[src/rtl/mips_pkg.sv]
// Shared definitions for the MIPS pipeline slice: widths, ALU op codes and
// the bubble control word loaded into ID/EX on a flush or reset.
package mips_pkg;

   localparam int DW = 32;
   localparam int CW = 5;
   localparam int RW = 5;

   localparam logic [CW-1:0] ALU_AND = 5'b00000;
   localparam logic [CW-1:0] ALU_OR  = 5'b00001;
   localparam logic [CW-1:0] ALU_ADD = 5'b00010;
   localparam logic [CW-1:0] ALU_SUB = 5'b00110;
   localparam logic [CW-1:0] ALU_SLT = 5'b00111;

   typedef struct packed {
      logic reg_write;
      logic mem_read;
      logic mem_write;
   } wb_ctrl_t;

   // A bubble must never write the register file or touch memory.
   localparam wb_ctrl_t CTRL_BUBBLE = '{reg_write: 1'b0, mem_read: 1'b0, mem_write: 1'b0};
   localparam logic [CW-1:0] ALU_BUBBLE = ALU_ADD;

endpackage

[src/rtl/ex_operand_stage_fwd_mux.sv]
// Operand forwarding mux: picks the youngest in-flight result that targets
// the given register index, falling back to the register-file value.
module fwd_mux #(
   parameter int DW = 32,
   parameter int RW = 5
) (
   input  logic [RW-1:0] idx,
   input  logic [DW-1:0] reg_val,
   input  logic          exm_we,
   input  logic [RW-1:0] exm_idx,
   input  logic [DW-1:0] exm_res,
   input  logic          mwb_we,
   input  logic [RW-1:0] mwb_idx,
   input  logic [DW-1:0] mwb_res,
   output logic [DW-1:0] fwd_val
);

   logic exm_hit;
   logic mwb_hit;

   // Register 0 is hard-wired to zero, so a write to it is never a real producer.
   assign exm_hit = exm_we && (exm_idx != '0) && (exm_idx == idx);
   assign mwb_hit = mwb_we && (mwb_idx != '0) && (mwb_idx == idx);

   // NOTE: default assignment first so every path drives fwd_val and no latch is inferred.
   always_comb begin
      fwd_val = reg_val;
      if (exm_hit) begin
         fwd_val = exm_res;
      end else if (mwb_hit) begin
         fwd_val = mwb_res;
      end
   end

endmodule

[src/rtl/ex_operand_stage.sv]
// ID/EX pipeline register with rs/rt forwarding and ALUSrc selection feeding
// the EX-stage ALU; also carries store data and write-back controls onward.
module ex_operand_stage #(
   parameter int DW = mips_pkg::DW,
   parameter int CW = mips_pkg::CW
) (
   input  logic          Clk,
   input  logic          Rst,
   input  logic          Stall,
   input  logic          Flush,
   input  logic [CW-1:0] ID_ALUControl,
   input  logic [DW-1:0] ID_ReadData1,
   input  logic [DW-1:0] ID_ReadData2,
   input  logic [DW-1:0] ID_Imm,
   input  logic [4:0]    ID_Rs,
   input  logic [4:0]    ID_Rt,
   input  logic [4:0]    ID_WriteReg,
   input  logic          ID_ALUSrc,
   input  logic          ID_RegWrite,
   input  logic          ID_MemRead,
   input  logic          ID_MemWrite,
   input  logic          EXM_RegWrite,
   input  logic [4:0]    EXM_WriteReg,
   input  logic [DW-1:0] EXM_Result,
   input  logic          MWB_RegWrite,
   input  logic [4:0]    MWB_WriteReg,
   input  logic [DW-1:0] MWB_Result,
   output logic [CW-1:0] ALUControl,
   output logic [DW-1:0] A,
   output logic [DW-1:0] B,
   output logic [DW-1:0] StoreData,
   output logic [4:0]    WriteReg,
   output logic          RegWrite,
   output logic          MemRead,
   output logic          MemWrite
);

   import mips_pkg::*;

   logic [CW-1:0] alu_q;
   logic [DW-1:0] rd1_q;
   logic [DW-1:0] rd2_q;
   logic [DW-1:0] imm_q;
   logic [RW-1:0] rs_q;
   logic [RW-1:0] rt_q;
   logic [RW-1:0] wr_q;
   logic          src_q;
   wb_ctrl_t      ctrl_q;

   logic [DW-1:0] rs_fwd;
   logic [DW-1:0] rt_fwd;

   // Flush beats Stall: a squashed instruction must leave even if ID is held.
   // NOTE: non-blocking assignments for all state so every register samples pre-edge values.
   always_ff @(posedge Clk or posedge Rst) begin
      if (Rst) begin
         alu_q  <= CW'(ALU_BUBBLE);
         rd1_q  <= '0;
         rd2_q  <= '0;
         imm_q  <= '0;
         rs_q   <= '0;
         rt_q   <= '0;
         wr_q   <= '0;
         src_q  <= 1'b0;
         ctrl_q <= CTRL_BUBBLE;
      end else if (Flush) begin
         alu_q  <= CW'(ALU_BUBBLE);
         rd1_q  <= '0;
         rd2_q  <= '0;
         imm_q  <= '0;
         rs_q   <= '0;
         rt_q   <= '0;
         wr_q   <= '0;
         src_q  <= 1'b0;
         ctrl_q <= CTRL_BUBBLE;
      end else if (!Stall) begin
         alu_q  <= ID_ALUControl;
         rd1_q  <= ID_ReadData1;
         rd2_q  <= ID_ReadData2;
         imm_q  <= ID_Imm;
         rs_q   <= ID_Rs;
         rt_q   <= ID_Rt;
         wr_q   <= ID_WriteReg;
         src_q  <= ID_ALUSrc;
         ctrl_q <= '{reg_write: ID_RegWrite, mem_read: ID_MemRead, mem_write: ID_MemWrite};
      end
   end

   // Forwarding stays combinational so a stalled instruction keeps tracking newer results.
   fwd_mux #(.DW(DW), .RW(RW)) u_fwd_rs (
      .idx     (rs_q),
      .reg_val (rd1_q),
      .exm_we  (EXM_RegWrite),
      .exm_idx (EXM_WriteReg),
      .exm_res (EXM_Result),
      .mwb_we  (MWB_RegWrite),
      .mwb_idx (MWB_WriteReg),
      .mwb_res (MWB_Result),
      .fwd_val (rs_fwd)
   );

   fwd_mux #(.DW(DW), .RW(RW)) u_fwd_rt (
      .idx     (rt_q),
      .reg_val (rd2_q),
      .exm_we  (EXM_RegWrite),
      .exm_idx (EXM_WriteReg),
      .exm_res (EXM_Result),
      .mwb_we  (MWB_RegWrite),
      .mwb_idx (MWB_WriteReg),
      .mwb_res (MWB_Result),
      .fwd_val (rt_fwd)
   );

   assign ALUControl = alu_q;
   assign A          = rs_fwd;
   assign B          = src_q ? imm_q : rt_fwd;
   assign StoreData  = rt_fwd;
   assign WriteReg   = wr_q;
   assign RegWrite   = ctrl_q.reg_write;
   assign MemRead    = ctrl_q.mem_read;
   assign MemWrite   = ctrl_q.mem_write;

endmodule

[config.mk]
export PLATFORM = sky130hd
export DESIGN_NAME = ex_operand_stage
export DESIGN_NICKNAME = d
export VERILOG_FILES = /design/src/rtl/mips_pkg.sv /design/src/rtl/ex_operand_stage_fwd_mux.sv /design/src/rtl/ex_operand_stage.sv
export SDC_FILE = /design/constraint.sdc
export NUM_CORES = 1
export LEC_CHECK = 0
export ABC_AREA = 0
export CAP_MARGIN = 20
export CORE_AREA = 2 2 156 158
export CTS_CLUSTER_SIZE = 10
export DETAILED_ROUTE_END_ITERATION = 8
export DIE_AREA = 0 0 158 160
export GPL_ROUTABILITY_DRIVEN = 0
export HOLD_SLACK_MARGIN = 0.15
export MAX_ROUTING_LAYER = met4
export PLACE_DENSITY = 0.64
export SLEW_MARGIN = 20
export SYNTH_ARGS = -nofsm -noshare
export SYNTH_HDL_FRONTEND = slang
export SYNTH_SLANG_ARGS = --single-unit
[constraint.sdc]
create_clock -name Clk -period 6 [get_ports Clk]
set_input_delay 0.6 -clock Clk [delete_from_list [all_inputs] [get_ports Clk]]
set_output_delay 0.6 -clock Clk [all_outputs]
set_load 0.05 [all_outputs]
# After elaboration in Yosys (flattened, before gate mapping)
# Cells that the tools add are included.
[classes]
n_mux = 23
n_eq_ne = 5
reduce_logical = 8
[op_table]
columns = ["operator", "count"]
rows = [
  ["two-way mux 32 bit", 11],
  ["two-way mux 5 bit", 8],
  ["equality test 5 bit", 4],
  ["nonzero test 5 bit", 2],
  ["logical AND 1 bit", 6],
  ["two-way mux 3 bit", 2],
  ["two-way mux 1 bit", 2],
  ["!= test 2 x 1 -> 1 bit (second input constant)", 1],
]
[totals]
output_inout_bits = 109
in_bits = 200
register_bits = 120

# Longest topological paths before layout
[logic_depth]
depth_word = 6
ltp_mapped = 7

# Hierarchy
# From an unflattened synthesis, not the netlist that was laid out.
[hier_totals]
cells_unflattened = 794
hier_area_um2 = 7624.8
[modules_own_cells]
columns = ["module", "area_per_inst_um2", "seq_area_each_um2", "cells_each", "n_inst"]
rows = [
  ["ex_operand_stage", 5290.1, 3004.1, 424, 1],
  ["fwd_mux", 1167.4, 0.0, 185, 2],
]

# Worst setup path after synthesis
# Ideal clock, no wire load.
[synth_path]
kind = "input -> output"
from = "input port MWB_WriteReg[4]"
to = "output port B[10]"
n_path_buf = 2
t_arrival_ps = 3113
setup_slack_ps = 2287
path_stages = 7
path_cell_list = "or4_1 -> o21a_1 -> and3_1 -> buf_2 -> buf_6 -> mux2i_1 -> a221oi_1"
[synth_between]
elab_chain_cells = 6
[synth_rtl]
columns = ["item", "line_no", "source"]
rows = [
  ["start, declared", "ex_operand_stage.sv:26", "input logic [4:0] MWB_WriteReg,"],
  ["nonzero test 5 bit", "ex_operand_stage_fwd_mux.sv:23", "assign mwb_hit = mwb_we && (mwb_idx != '0) && (mwb_idx == idx);"],
  ["logical AND 1 bit", "ex_operand_stage_fwd_mux.sv:23", ""],
  ["logical AND 1 bit (*)", "ex_operand_stage_fwd_mux.sv:23", ""],
  ["two-way mux 32 bit (*)", "ex_operand_stage_fwd_mux.sv:30", "end else if (mwb_hit) begin"],
  ["two-way mux 32 bit (*)", "ex_operand_stage_fwd_mux.sv:28", "if (exm_hit) begin"],
  ["two-way mux 32 bit (*)", "ex_operand_stage.sv:116", "assign B = src_q ? imm_q : rt_fwd;"],
  ["end, declared", "ex_operand_stage.sv:30", "output logic [DW-1:0] B,"],
]
# Mark *: on every way between the ends. The rest lies on a longest branch, timed or not.

# Worst setup path after layout
[layout_path]
from = "input port MWB_WriteReg[0]"
to = "output port B[10]"
# The elaborated chain is that of the path after synthesis.

==> results.ini <==
[status]
status=finished clean

[detailed_routing]
remaining_drc_errors=0
wl_mm=24.9
num_vias=6527
dr.pass1.iters=6
drt_iter0_drc=360
wl_per_cell_um=18.3
drtAntennaViolNets=0
vias_per_cell=4.80

[setup_path]
reg2reg_to=src_q
cp-end-kind=primary output
cp-start-kind=input pin
rrSetupSlack_ns=4.33
arrival_ns=4.14
r2r-start=src_q
critPathMaxFanout=23
reg2regPathDepth=3
critical_path_required_ns=5.40
path_class=in -> out
setup.worst_path.start=MWB_WriteReg[0]
crit_end=B[10]

[die]
num_io_pins=309
initial_core_util_pct=29.2
fp.dieW_um=158
placeableCoreArea_um2=23800
rows=57
die-area_um2=25300
die_y_um=160

[clocking]
cts_buffer_depth=2
cts_max_level=4
cts_inserted_buffers=17
cts_tree=yes
cts_hold_buf=0
cts_sinks=120
post_cts.repair.setup_buffers=0
insertion_delay_ns=0.41
clk_pin_slew_ns=0.05
cts_root_buf=clkbuf_16
cts_resized=0

[synth]
netlist_top_cells_count=174 x mux2i_1, 162 x nor2_1, 119 x dfrtp_1, 41 x nand2_1, 36 x clkbuf_1
synth_xor_area_share_pct=2.51
yosys.area_share.simple_pct=14.9
muxShareOfSynthArea_pct=25.0
synth_edf_count=0
synth_top_family_by_area=multiplexers
synth_cell_types=26
synth_fa_ha_area_share_pct=0
synthTopCellsByArea=dfrtp_1 43%, mux2i_1 25%, nor2_1 8.7%, a221oi_1 4.0%, o21ai_0 2.3%
async_flop_share_pct=100
ys_ff_latch=120
ys_warn_count=0
synth_area_per_cell_um2=9.31
syn_inst=748
synth_top_area_share_pct=42.7
syn-cell-area_um2=6970
syn_nets=948
synth_top_cell_by_area=dfrtp_1
synth_compound_area_share_pct=9.29
synthFlopType=dfrtp_1
yosys.cell_count.top_type=mux2i_1
synth_seq_area_share_pct=43.1

[sta]
tns_ns=0
tightest_slew_ns=0.965
rsz0062_at_grt=no
final_hold_viol_count=0
timing.fmax_mhz=211
drv_slew=0
slew_headroom_pct=35.7
period_share_pct=79.0
finalSetupViolCount=0
layout_min_cycle_time_ns=4.74
fin_skew_ns=0

[layout]
drive_gt1_share_pct=5.12
fin_nets=1222
area_delta_synth_final_pct=56.1
fill_cells=2372

[power_and_ir_drop]
power_density_nw_per_um2=247
pwr-share-comb_pct=27.7
p_clk_share_pct=39.3
total_power_mw=2.69
switchingPower_mw=0.886
p_sw_share_pct=33.0
p_seq_share_pct=33.1
power_leakage_nw=4.65
internal-power_mw=1.80
vdd_drop_max_mv=0.169

[global_route]
overflow=0
grtUsageMet3_pct=4.42
grt_first_pass_wirelength_mm=37.9
use_met1_pct=24.4
grt_usage_pct=20.2
top_usage_layer=met2
grt_use_met2_pct=33.0
grt_pass1_vias=6661
antenna_found_initial=2
grt_max_degree=79

[run]
drv_cap=0

[hold_path]
holdPathStages=2
worstHoldPathType=reg -> reg

[placed_design]
port_buffers=308
place_hpwl_mm=17.5

==> placed cells by master (no fill, tap or decap), types with 17 or more instances in the layout <==
| cell | synthesis | final |
|---|---|---|
| clkdlybuf4s50_1 | 0 | 306 |
| mux2i_1 | 174 | 174 |
| nor2_1 | 162 | 162 |
| dfrtp_1 | 119 | 118 |
| nand2_1 | 41 | 41 |
| a221oi_1 | 32 | 32 |
| o21ai_0 | 32 | 32 |
| nor3_1 | 27 | 26 |
| a21oi_1 | 23 | 23 |
| inv_1 | 24 | 23 |
| clkbuf_16 | 0 | 17 |
==> through the flow <==
stage / std cells / cell area (um2) / hold WS, ns / worst slack (ns) / utilization (%)
floorplan: 748 / 6970 / 0.489 / 2.22 / -
CTS: 1359 / 10900 / 0.525 / 1.23 / 45.6
global placement: 1327 / 10300 / 0.504 / 1.29 / 43.1
finish: 1361 / 10900 / 0.520 / 1.26 / 45.6
global route: 1361 / 10900 / 0.537 / 1.04 / 45.6
detailed placement: 1327 / 10300 / 0.512 / 1.25 / 43.1
==> flip-flops by register name, indices dropped and copies added (netlist names) <==
signal and count:
ALUControl 5, MemRead 1, MemWrite 1, RegWrite 1, WriteReg 5, imm_q 32, rd1_q 32, rd2_q 32
rs_q 5, rt_q 5, src_q 1
==> cells by family after synthesis <==
logic type	count (synthesis)
buffers and inverters	86
AND/OR/NAND/NOR	249
flip-flops	120
XOR/XNOR	20
AO/OA/AOI/OAI	99
multiplexers	174
==> worst max-delay path: stages <==
cell             delay [ns]
clkdlybuf4s50_1        0.53
or4_1                  0.15
o21a_1                 0.45
and3_2                 0.95
mux2i_1                0.22
a221oi_1               0.35
clkdlybuf4s50_1        0.87
==> layer usage <==
metal / share of wire, % / up-vias
met1: 42 / 3121
met5: 0 / -
li1: - / 3150
met4: 2.9 / 0
met2: 49 / 224
met3: 6.1 / 32
==> worst min-delay path by stage <==
stage,end,start
final,imm_q[6],imm_q[6]
after global routing,rd2_q[18],rd2_q[18]
after CTS,rd1_q[19],rd1_q[19]
after detailed placement,rd2_q[18],rd2_q[18]
after global placement,rd1_q[21],rd1_q[21]
after floorplan,rd1_q[0],rd1_q[0]
==> final cells by class <==
class,instances,area [um2],share of cell area (%)
Multi-Input combinational cell,542,3620,33.3
Clock buffer,18,439,4.04
Inverter,24,92.6,0.852
Antenna cell,2,5.00,0.0460
Clock inverter,14,160,1.47
Sequential cell,120,3010,27.6
Timing Repair Buffer,317,3150,29.0
Tap cell,324,405,3.73
==> power by group through the flow <==
| stage | Sequential [mW] | Clock, mW | Combinational [mW] |
|---|---|---|---|
| floorplan | 0.908 | 0 | 0.414 |
| global placement | 0.903 | 0 | 0.744 |
| detailed placement | 0.903 | 0 | 0.748 |
| CTS | 0.889 | 1.09 | 0.751 |
| global route | 0.895 | 1.12 | 0.787 |
| finish | 0.889 | 1.06 | 0.743 |
(Power assumes the default switching activity.)
